[src/rtl/bram_pkg.sv]
// Shared constants and types for the 32x16K block RAM and its reader/writer stages.
package bram_pkg;

  localparam int ADDR_W    = 14;
  localparam int DATA_W    = 32;
  localparam int RAM_DEPTH = 2 ** ADDR_W;

  typedef logic [ADDR_W-1:0] addr_t;
  typedef logic [ADDR_W:0]   len_t;
  typedef logic [DATA_W-1:0] data_t;

  typedef enum logic [1:0] {
    IDLE,
    RUN,
    DRAIN,
    FIN
  } state_t;

endpackage

[src/rtl/stream_fifo2.sv]
// Two-entry first-word-fall-through FIFO; entry0 is always the head word.
module stream_fifo2 #(
  parameter int W = 32
) (
  input  logic         clk,
  input  logic         rst_n,
  input  logic         push,
  input  logic [W-1:0] push_data,
  input  logic         pop,
  output logic [W-1:0] head,
  output logic [1:0]   count
);

  logic [W-1:0] entry0;
  logic [W-1:0] entry1;
  logic         pop_ok;

  assign pop_ok = pop && (count != 2'd0);
  assign head   = entry0;

  // Push-while-full only occurs together with a pop, so entry1 never overflows.
  always_ff @(posedge clk or negedge rst_n) begin
    if (!rst_n) begin
      entry0 <= '0;
      entry1 <= '0;
      count  <= 2'd0;
    end else begin
      case ({push, pop_ok})
        2'b10: begin
          if (count == 2'd0) entry0 <= push_data;
          else               entry1 <= push_data;
          count <= count + 2'd1;
        end
        2'b01: begin
          entry0 <= entry1;
          count  <= count - 2'd1;
        end
        2'b11: begin
          if (count == 2'd1) begin
            entry0 <= push_data;
          end else begin
            entry0 <= entry1;
            entry1 <= push_data;
          end
        end
        default: ;
      endcase
    end
  end

endmodule

[src/rtl/bram_stream_reader.sv]
// Read stage for the block RAM: issues a contiguous address range on one RAM port and
// streams the returned words out on a valid/ready interface with LAST marking.
module bram_stream_reader
  import bram_pkg::*;
(
  input  logic              clk,
  input  logic              rst_n,
  input  logic              start,
  input  logic [ADDR_W-1:0] base_addr,
  input  logic [ADDR_W:0]   length,
  output logic              busy,
  output logic              done,
  output logic              ram_we,
  output logic [ADDR_W-1:0] ram_addr,
  input  logic [DATA_W-1:0] ram_rdata,
  output logic              m_valid,
  input  logic              m_ready,
  output logic [DATA_W-1:0] m_data,
  output logic              m_last
);

  state_t            state;
  state_t            state_nxt;
  logic [ADDR_W:0]   len_q;
  logic [ADDR_W:0]   issue_cnt;
  logic [ADDR_W:0]   beat_cnt;
  logic              in_flight;
  logic [1:0]        fifo_count;
  logic [2:0]        pending;
  logic              pop;
  logic              can_issue;
  logic              last_issue;

  assign ram_we     = 1'b0;
  assign busy       = (state != IDLE);
  assign m_valid    = (fifo_count != 2'd0);
  assign m_last     = m_valid && (beat_cnt == len_q - 1'b1);
  assign pop        = m_valid && m_ready;
  assign pending    = {1'b0, fifo_count} + {2'b00, in_flight};
  assign last_issue = (issue_cnt == len_q - 1'b1);
  // A beat leaving this cycle frees a slot, which keeps one word per cycle sustained.
  assign can_issue  = (state == RUN) && ((pending < 3'd2) || pop);

  stream_fifo2 #(.W(DATA_W)) u_fifo (
    .clk       (clk),
    .rst_n     (rst_n),
    .push      (in_flight),
    .push_data (ram_rdata),
    .pop       (pop),
    .head      (m_data),
    .count     (fifo_count)
  );

  always_ff @(posedge clk or negedge rst_n) begin
    if (!rst_n) state <= IDLE;
    else        state <= state_nxt;
  end

  always_comb begin
    state_nxt = state;
    case (state)
      IDLE:    if (start) state_nxt = (length == '0) ? FIN : RUN;
      RUN:     if (can_issue && last_issue) state_nxt = DRAIN;
      DRAIN:   if (pop && m_last) state_nxt = FIN;
      FIN:     state_nxt = IDLE;
      default: state_nxt = IDLE;
    endcase
  end

  // ram_addr is the address the RAM samples at the next issuing edge; it stops on the final word.
  always_ff @(posedge clk or negedge rst_n) begin
    if (!rst_n) begin
      len_q     <= '0;
      issue_cnt <= '0;
      beat_cnt  <= '0;
      ram_addr  <= '0;
      in_flight <= 1'b0;
      done      <= 1'b0;
    end else begin
      done      <= (state == FIN);
      in_flight <= can_issue;
      if (state == IDLE && start) begin
        len_q     <= length;
        issue_cnt <= '0;
        beat_cnt  <= '0;
        ram_addr  <= base_addr;
      end else begin
        if (can_issue) begin
          issue_cnt <= issue_cnt + 1'b1;
          if (!last_issue) ram_addr <= ram_addr + 1'b1;
        end
        if (pop) beat_cnt <= beat_cnt + 1'b1;
      end
    end
  end

endmodule
[config.mk]
export PLATFORM = sky130hd
export DESIGN_NAME = bram_stream_reader
export DESIGN_NICKNAME = d
export VERILOG_FILES = /design/src/rtl/bram_pkg.sv /design/src/rtl/stream_fifo2.sv /design/src/rtl/bram_stream_reader.sv
export SDC_FILE = /design/constraint.sdc
export NUM_CORES = 1
export LEC_CHECK = 0
export ABC_CLOCK_PERIOD_IN_PS = 3510
export CAP_MARGIN = 20
export CORE_ASPECT_RATIO = 1.5
export CORE_MARGIN = 8
export CORE_UTILIZATION = 45
export CTS_BUF_LIST = sky130_fd_sc_hd__clkbuf_16
export CTS_CLUSTER_SIZE = 8
export DETAILED_ROUTE_END_ITERATION = 10
export GPL_TIMING_DRIVEN = 1
export PLACE_DENSITY = 0.8
export SLEW_MARGIN = 20
export SYNTH_ARGS = -nofsm -noshare
export SYNTH_HDL_FRONTEND = slang
export SYNTH_SLANG_ARGS = --single-unit
export TNS_END_PERCENT = 20
[constraint.sdc]
create_clock -name clk -period 3.51 [get_ports clk]
set_clock_uncertainty 0.15 [all_clocks]
set_input_delay 0.8775 -clock clk [delete_from_list [all_inputs] [get_ports clk]]
set_output_delay 0.8775 -clock clk [all_outputs]
set_load 0.005 [all_outputs]
[Word-level counts from Yosys, hierarchy flattened]
Cells that the tools add are included.
Word-level totals
  output and inout bits: 51
  bits in registers: 129
  input bits: 65
  word-level logic and storage cells: 75
Cells by class
  order comparisons: 1
  add/subtract/negate cells: 7
  reduce and logical (&&, ||, !) cells: 22
  equality and inequality tests: 16
  multiplexer cells: 19
Operator list (number)
  32-bit 2-to-1 mux: 4
  32-bit case mux with 3 select lines: 1
  32-bit case mux with 2 select lines: 1
  15-bit 2-to-1 mux: 4
  14-bit 2-to-1 mux: 3
  15-bit by 1-bit adder with 15-bit output (second input constant): 2
  15-bit == test: 2
  15-bit logical NOT: 1
  15-bit by 1-bit subtractor with 15-bit output (second input constant): 1
  14-bit by 1-bit adder with 14-bit output (second input constant): 1
  2-bit nonzero test: 6
  2-bit == test (second input constant): 4
  2-bit 2-to-1 mux: 4
  2-bit != test (second input constant): 4
  2-bit case mux with 4 select lines: 1
  1-bit logical AND: 7
  2-bit by 1-bit == test with 1-bit output (second input constant): 3
  2-bit by 1-bit != test with 1-bit output (second input constant): 3
  3-bit AND reduction: 2
  2-bit logical NOT: 2
  2-bit case mux with 2 select lines: 1
  2-bit AND reduction: 2
  2-bit by 1-bit adder with 3-bit output: 1
  3-bit by 2-bit < comparator with 1-bit output (second input constant): 1
  other kinds (4): 4

[Longest topological paths before layout]
  depth in word-level cells: 7
  gate-level depth with buffers: 12
  gate-level depth less buffers: 10

[Cells and area by module]
From an unflattened synthesis, not the netlist that was laid out.
Unflattened totals
  cells, all modules: 741
  area, all modules: 7194.4 um2
Modules (own cells, without submodules)
  bram_stream_reader: sequential area each 1576.5 um2, cells each 470, times used 1, area an instance 4091.4 um2
  stream_fifo2: sequential area each 1651.6 um2, cells each 271, times used 1, area an instance 3103.0 um2

[Worst setup path after synthesis]
Ideal clock, no wire load.
  path kind: register to register
  start: reg len_q[2]
  end: reg state[0]
  slack: 0.020 ns
  data arrival time: 3.221 ns
  clock period less this slack: 3.490 ns
  stages on the path, launching flop included: 10
  required time: 3.241 ns
  path buffers: 1
  library setup time: 0.119 ns
  cell sequence: dfrtp_1 > buf_2 > or4_4 > nand2_1 > xor2_1 > or4b_1 > or4_4 > o41a_1 > or4_1 > o21a_1
Between the ends
  cells in the longest elaborated chain, start to end: 6
  elaborated cells between the ends (all ways): 9
  classes of those cells: add/sub (1); eq/ne (4); reduce/logical (4)
Ends and longest elaborated chain
  start: declaration: RTL line bram_stream_reader.sv:24  | logic [ADDR_W:0] len_q;
  start signal: assignment: RTL line bram_stream_reader.sv:83  | len_q <= length;
  15-bit by 1-bit subtractor with 15-bit output (*): RTL line bram_stream_reader.sv:37, bram_stream_reader.sv:40
  15-bit == test: RTL line bram_stream_reader.sv:37  | assign m_last = m_valid && (beat_cnt == len_q - 1'b1);
  1-bit logical AND: RTL line bram_stream_reader.sv:37
  1-bit logical AND: RTL line bram_stream_reader.sv:64  | DRAIN: if (pop && m_last) state_nxt = FIN;
  2-bit != test (no line)
  3-bit AND reduction (no line) (*)
  end signal: assignment: RTL line bram_stream_reader.sv:56  | else state <= state_nxt;
  end: declaration: RTL line bram_stream_reader.sv:22  | state_t state;
Mark *: on every way between the ends. The rest lies on a longest branch, timed or not.
A chain may end at the register's enable or synchronous reset.

[Worst setup path after layout]
  start: reg len_q[0]
  end: reg state[0]
The elaborated chain is that of the path after synthesis.

==> flow_summary.toml <==
[sta]
max_freq_mhz = 272
rsz0062_at_grt = "true"
slew_viol_final = 0
worst_pin_slew_ps = 638
hold_violations = 0
final.min_clock_period_ps = 3680
post-route-period-util = 1.05
setup_ws_ps = -173
slew_headroom = 0.574
setup_viol = 3

[hold_path]
hp-class = "reg -> reg"

[cells_and_area]
final_common_cell = "dfrtp_1"
layoutNonFillerInstCount = 1049
fill_cells = 1293
multi_input_area_um2 = 3400
n_antenna_cell = 0
regArea_um2 = 3230
final_cell_mix = "dfrtp_1 (128), clkdlybuf4s50_1 (112), nand2_1 (98), o21ai_0 (52), nor2_1 (50)"
synthToLayoutAreaGrowth_pct = 33.6
final_layout_size_suffix_gt1_frac = 0.168
fin_nets = 916

[detailed_routing]
drt_first_iter_violations = 285
vias = 5687
ant_nets = 0
drt_pass1_iterations = 5
post_drt_wl_per_cell_um = 17.3
viasPerCell = 5.42
drt-total-wl_um = 18100
drc = 0

[die]
die_height_um = 167
core_um2 = 14900
die_area_um2 = 19400
initial_core_util = 0.456
die_x_um = 116
rows = 55
ios = 116

[synth]
synth_top_family_by_area = "simple AND/OR/NAND/NOR gates"
ys_types = 66
synth.area.mux_share = 0.0603
synth_compound_area_frac = 0.144
syn-instance-count = 696
synth.cell_area_um2 = 6810
synth_fa_ha_area_frac = 0.0257
ys_warn_count = 0
ys_async_sr_fraction = 1.00
yosys.area_share.simple = 0.184
syn_nets = 775
ys_ff_latch = 129
synth-edff-count = 0
synth_xor_area_frac = 0.0715
ys_seq_area_frac = 0.474
avgSynthCellArea_um2 = 9.78
synth-main-ff-cell = "dfrtp_1"

[power_and_ir_drop]
pwr-share-clk = 0.217
leakage_nw = 3.82
switchingPower_mw = 2.95
ir_drop_v = 0.000324
p_int_mw = 5.08
power_frac_comb = 0.468
pwr-share-seq = 0.314
netSwitchingFraction = 0.367
p_per_area_nw_per_um2 = 882

[status]
violations = "setup timing"
status = "complete, but fails checks"

[clock_network]
cts_tree = "yes"
clkSlewWorstSetupHoldPaths_ps = 60
clkLatencyLatePin_ps = 410
numCtsBuffers = 17
cts_num_sinks = 129
clk_path_buf_depth = 2
cts_root_buf = "clkbuf_16"
hold_buffers = 0
cts_max_level = 4

[worst_setup_path]
start_kind = "flip-flop"
critPathRequiredTime_ps = 3660
endpoint_kind = "flip-flop"
crit_fanout = 5
critical_path_class = "reg -> reg"
arrival_ps = 3830

[global_route]
grt_pass1_wl_um = 29500
grt.total_usage = 0.193
first_global_vias = 5806
gr-total-overflow = 0
grt_start_max_net_pins = 65
antenna_found_initial = 0

[run]
maxCapViolCount = 0

[place]
port_buffers = 114
dp_hpwl_um = 13500
post-place-ws_ps = -350
gp_congestion = 0.946
dp.cells = 1015
==> logic make-up (layout without fill, tap and decap cells) <==
logic type,count (synthesis),after routing
DFF,129,129
AOI/OAI and AO/OA,153,153
xor gates and xnor gates,54,54
other,1,1
muxes,37,37
adders and majority gates,14,14
and+or+nand+nor,248,248
buffers and inverters,60,214
==> power groups by stage <==
stage	clock network (mW)	logic (mW)	registers [mW]
2_1_floorplan	0	2.13	2.48
3_3_place_gp	0	3.57	2.50
3_5_place_dp	0	3.65	2.53
4_1_cts	1.78	3.74	2.52
5_1_grt	1.83	4.15	2.61
6_report	1.74	3.76	2.52
==> final cells by class <==
class / instances / share of cell area
Clock buffer: 17 / 0.0468
Clock inverter: 15 / 0.0173
Inverter: 19 / 0.00784
Multi-Input combinational cell: 507 / 0.374
Sequential cell: 129 / 0.355
Tap cell: 199 / 0.0274
Timing Repair Buffer: 163 / 0.171
==> cell usage after synthesis (all sizes together) (4+ instances only) <==
cell type / number / share of area
or4b: 5 / 0.0074
nor2b: 6 / 0.0055
o21ai: 61 / 0.045
nand3b: 4 / 0.0063
nand4: 7 / 0.0064
xor2: 22 / 0.028
dfrtp: 129 / 0.47
or3: 12 / 0.011
clkbuf: 31 / 0.017
nand2: 98 / 0.054
nor2: 50 / 0.028
a22oi: 33 / 0.036
and3: 6 / 0.0055
a31oi: 12 / 0.012
o31ai: 8 / 0.0096
inv: 19 / 0.010
or4: 10 / 0.012
mux2i: 5 / 0.0074
xnor2: 31 / 0.040
mux2: 32 / 0.053
a21oi: 16 / 0.012
nand3: 18 / 0.013
buf: 10 / 0.012
nor3: 5 / 0.0037
nor4: 11 / 0.013
ha: 14 / 0.026
==> registers in the layout, summed over array words and instances (netlist names) <==
register       count
beat_cnt          15
done               1
in_flight          1
issue_cnt         15
len_q             15
ram_addr          14
state              2
u_fifo.count       2
u_fifo.entry1     32
u_fifo.head       32
==> metrics by stage <==
stage	power (mW)	area, µm²	setup TNS, ps	util	hold WS [ps]
floorplan	4.61	6810	0	-	321
CTS	8.03	9040	-424	0.606	332
global route	8.59	9090	-1620	0.609	356
global placement	6.06	8420	-389	0.564	310
finish	8.02	9090	-418	0.609	325
detailed placement	6.18	8420	-539	0.564	319
==> metal layers <==
metal  vias to the layer above  GRT usage  wire length (µm)
met3                        47     0.0380               847
met1                      2722      0.203              6640
met5                         -          0                 0
li1                       2761          -                 -
met4                         0     0.0969               765
met2                       157      0.350              9860
==> path summary, 6_finish.rpt <==
| check | start | end | slack [ps] | cells past startpoint |
|---|---|---|---|---|
| max | len_q[0] | state[0] | -170 | 9 |
| min | u_fifo.head[1] | u_fifo.head[1] | 320 | 2 |
| max reg2reg | len_q[0] | state[0] | -170 | 9 |
| min reg2reg | u_fifo.head[1] | u_fifo.head[1] | 320 | 2 |
| max in group asynchronous | rst_n | u_fifo.entry1[15] | 2110 | 2 |
| min in group asynchronous | rst_n | u_fifo.head[20] | 350 | 1 |
==> timing repair <==
item                       CTS  global route
buffers inserted             1             1
setup endpoints to repair    6            17
resized for setup           16             7
pin swaps                    6             2
cloned                       0             0
==> worst max-delay path, stage by stage (launching register included) <==
cell	delay, ps
dfrtp_1	370
buf_4	160
or4_4	590
nand2_1	140
xor2_1	70
or4b_1	530
or4_4	570
o41a_1	450
or4_1	420
o21a_1	120
Note: power is estimated with default switching activity, not from simulation.
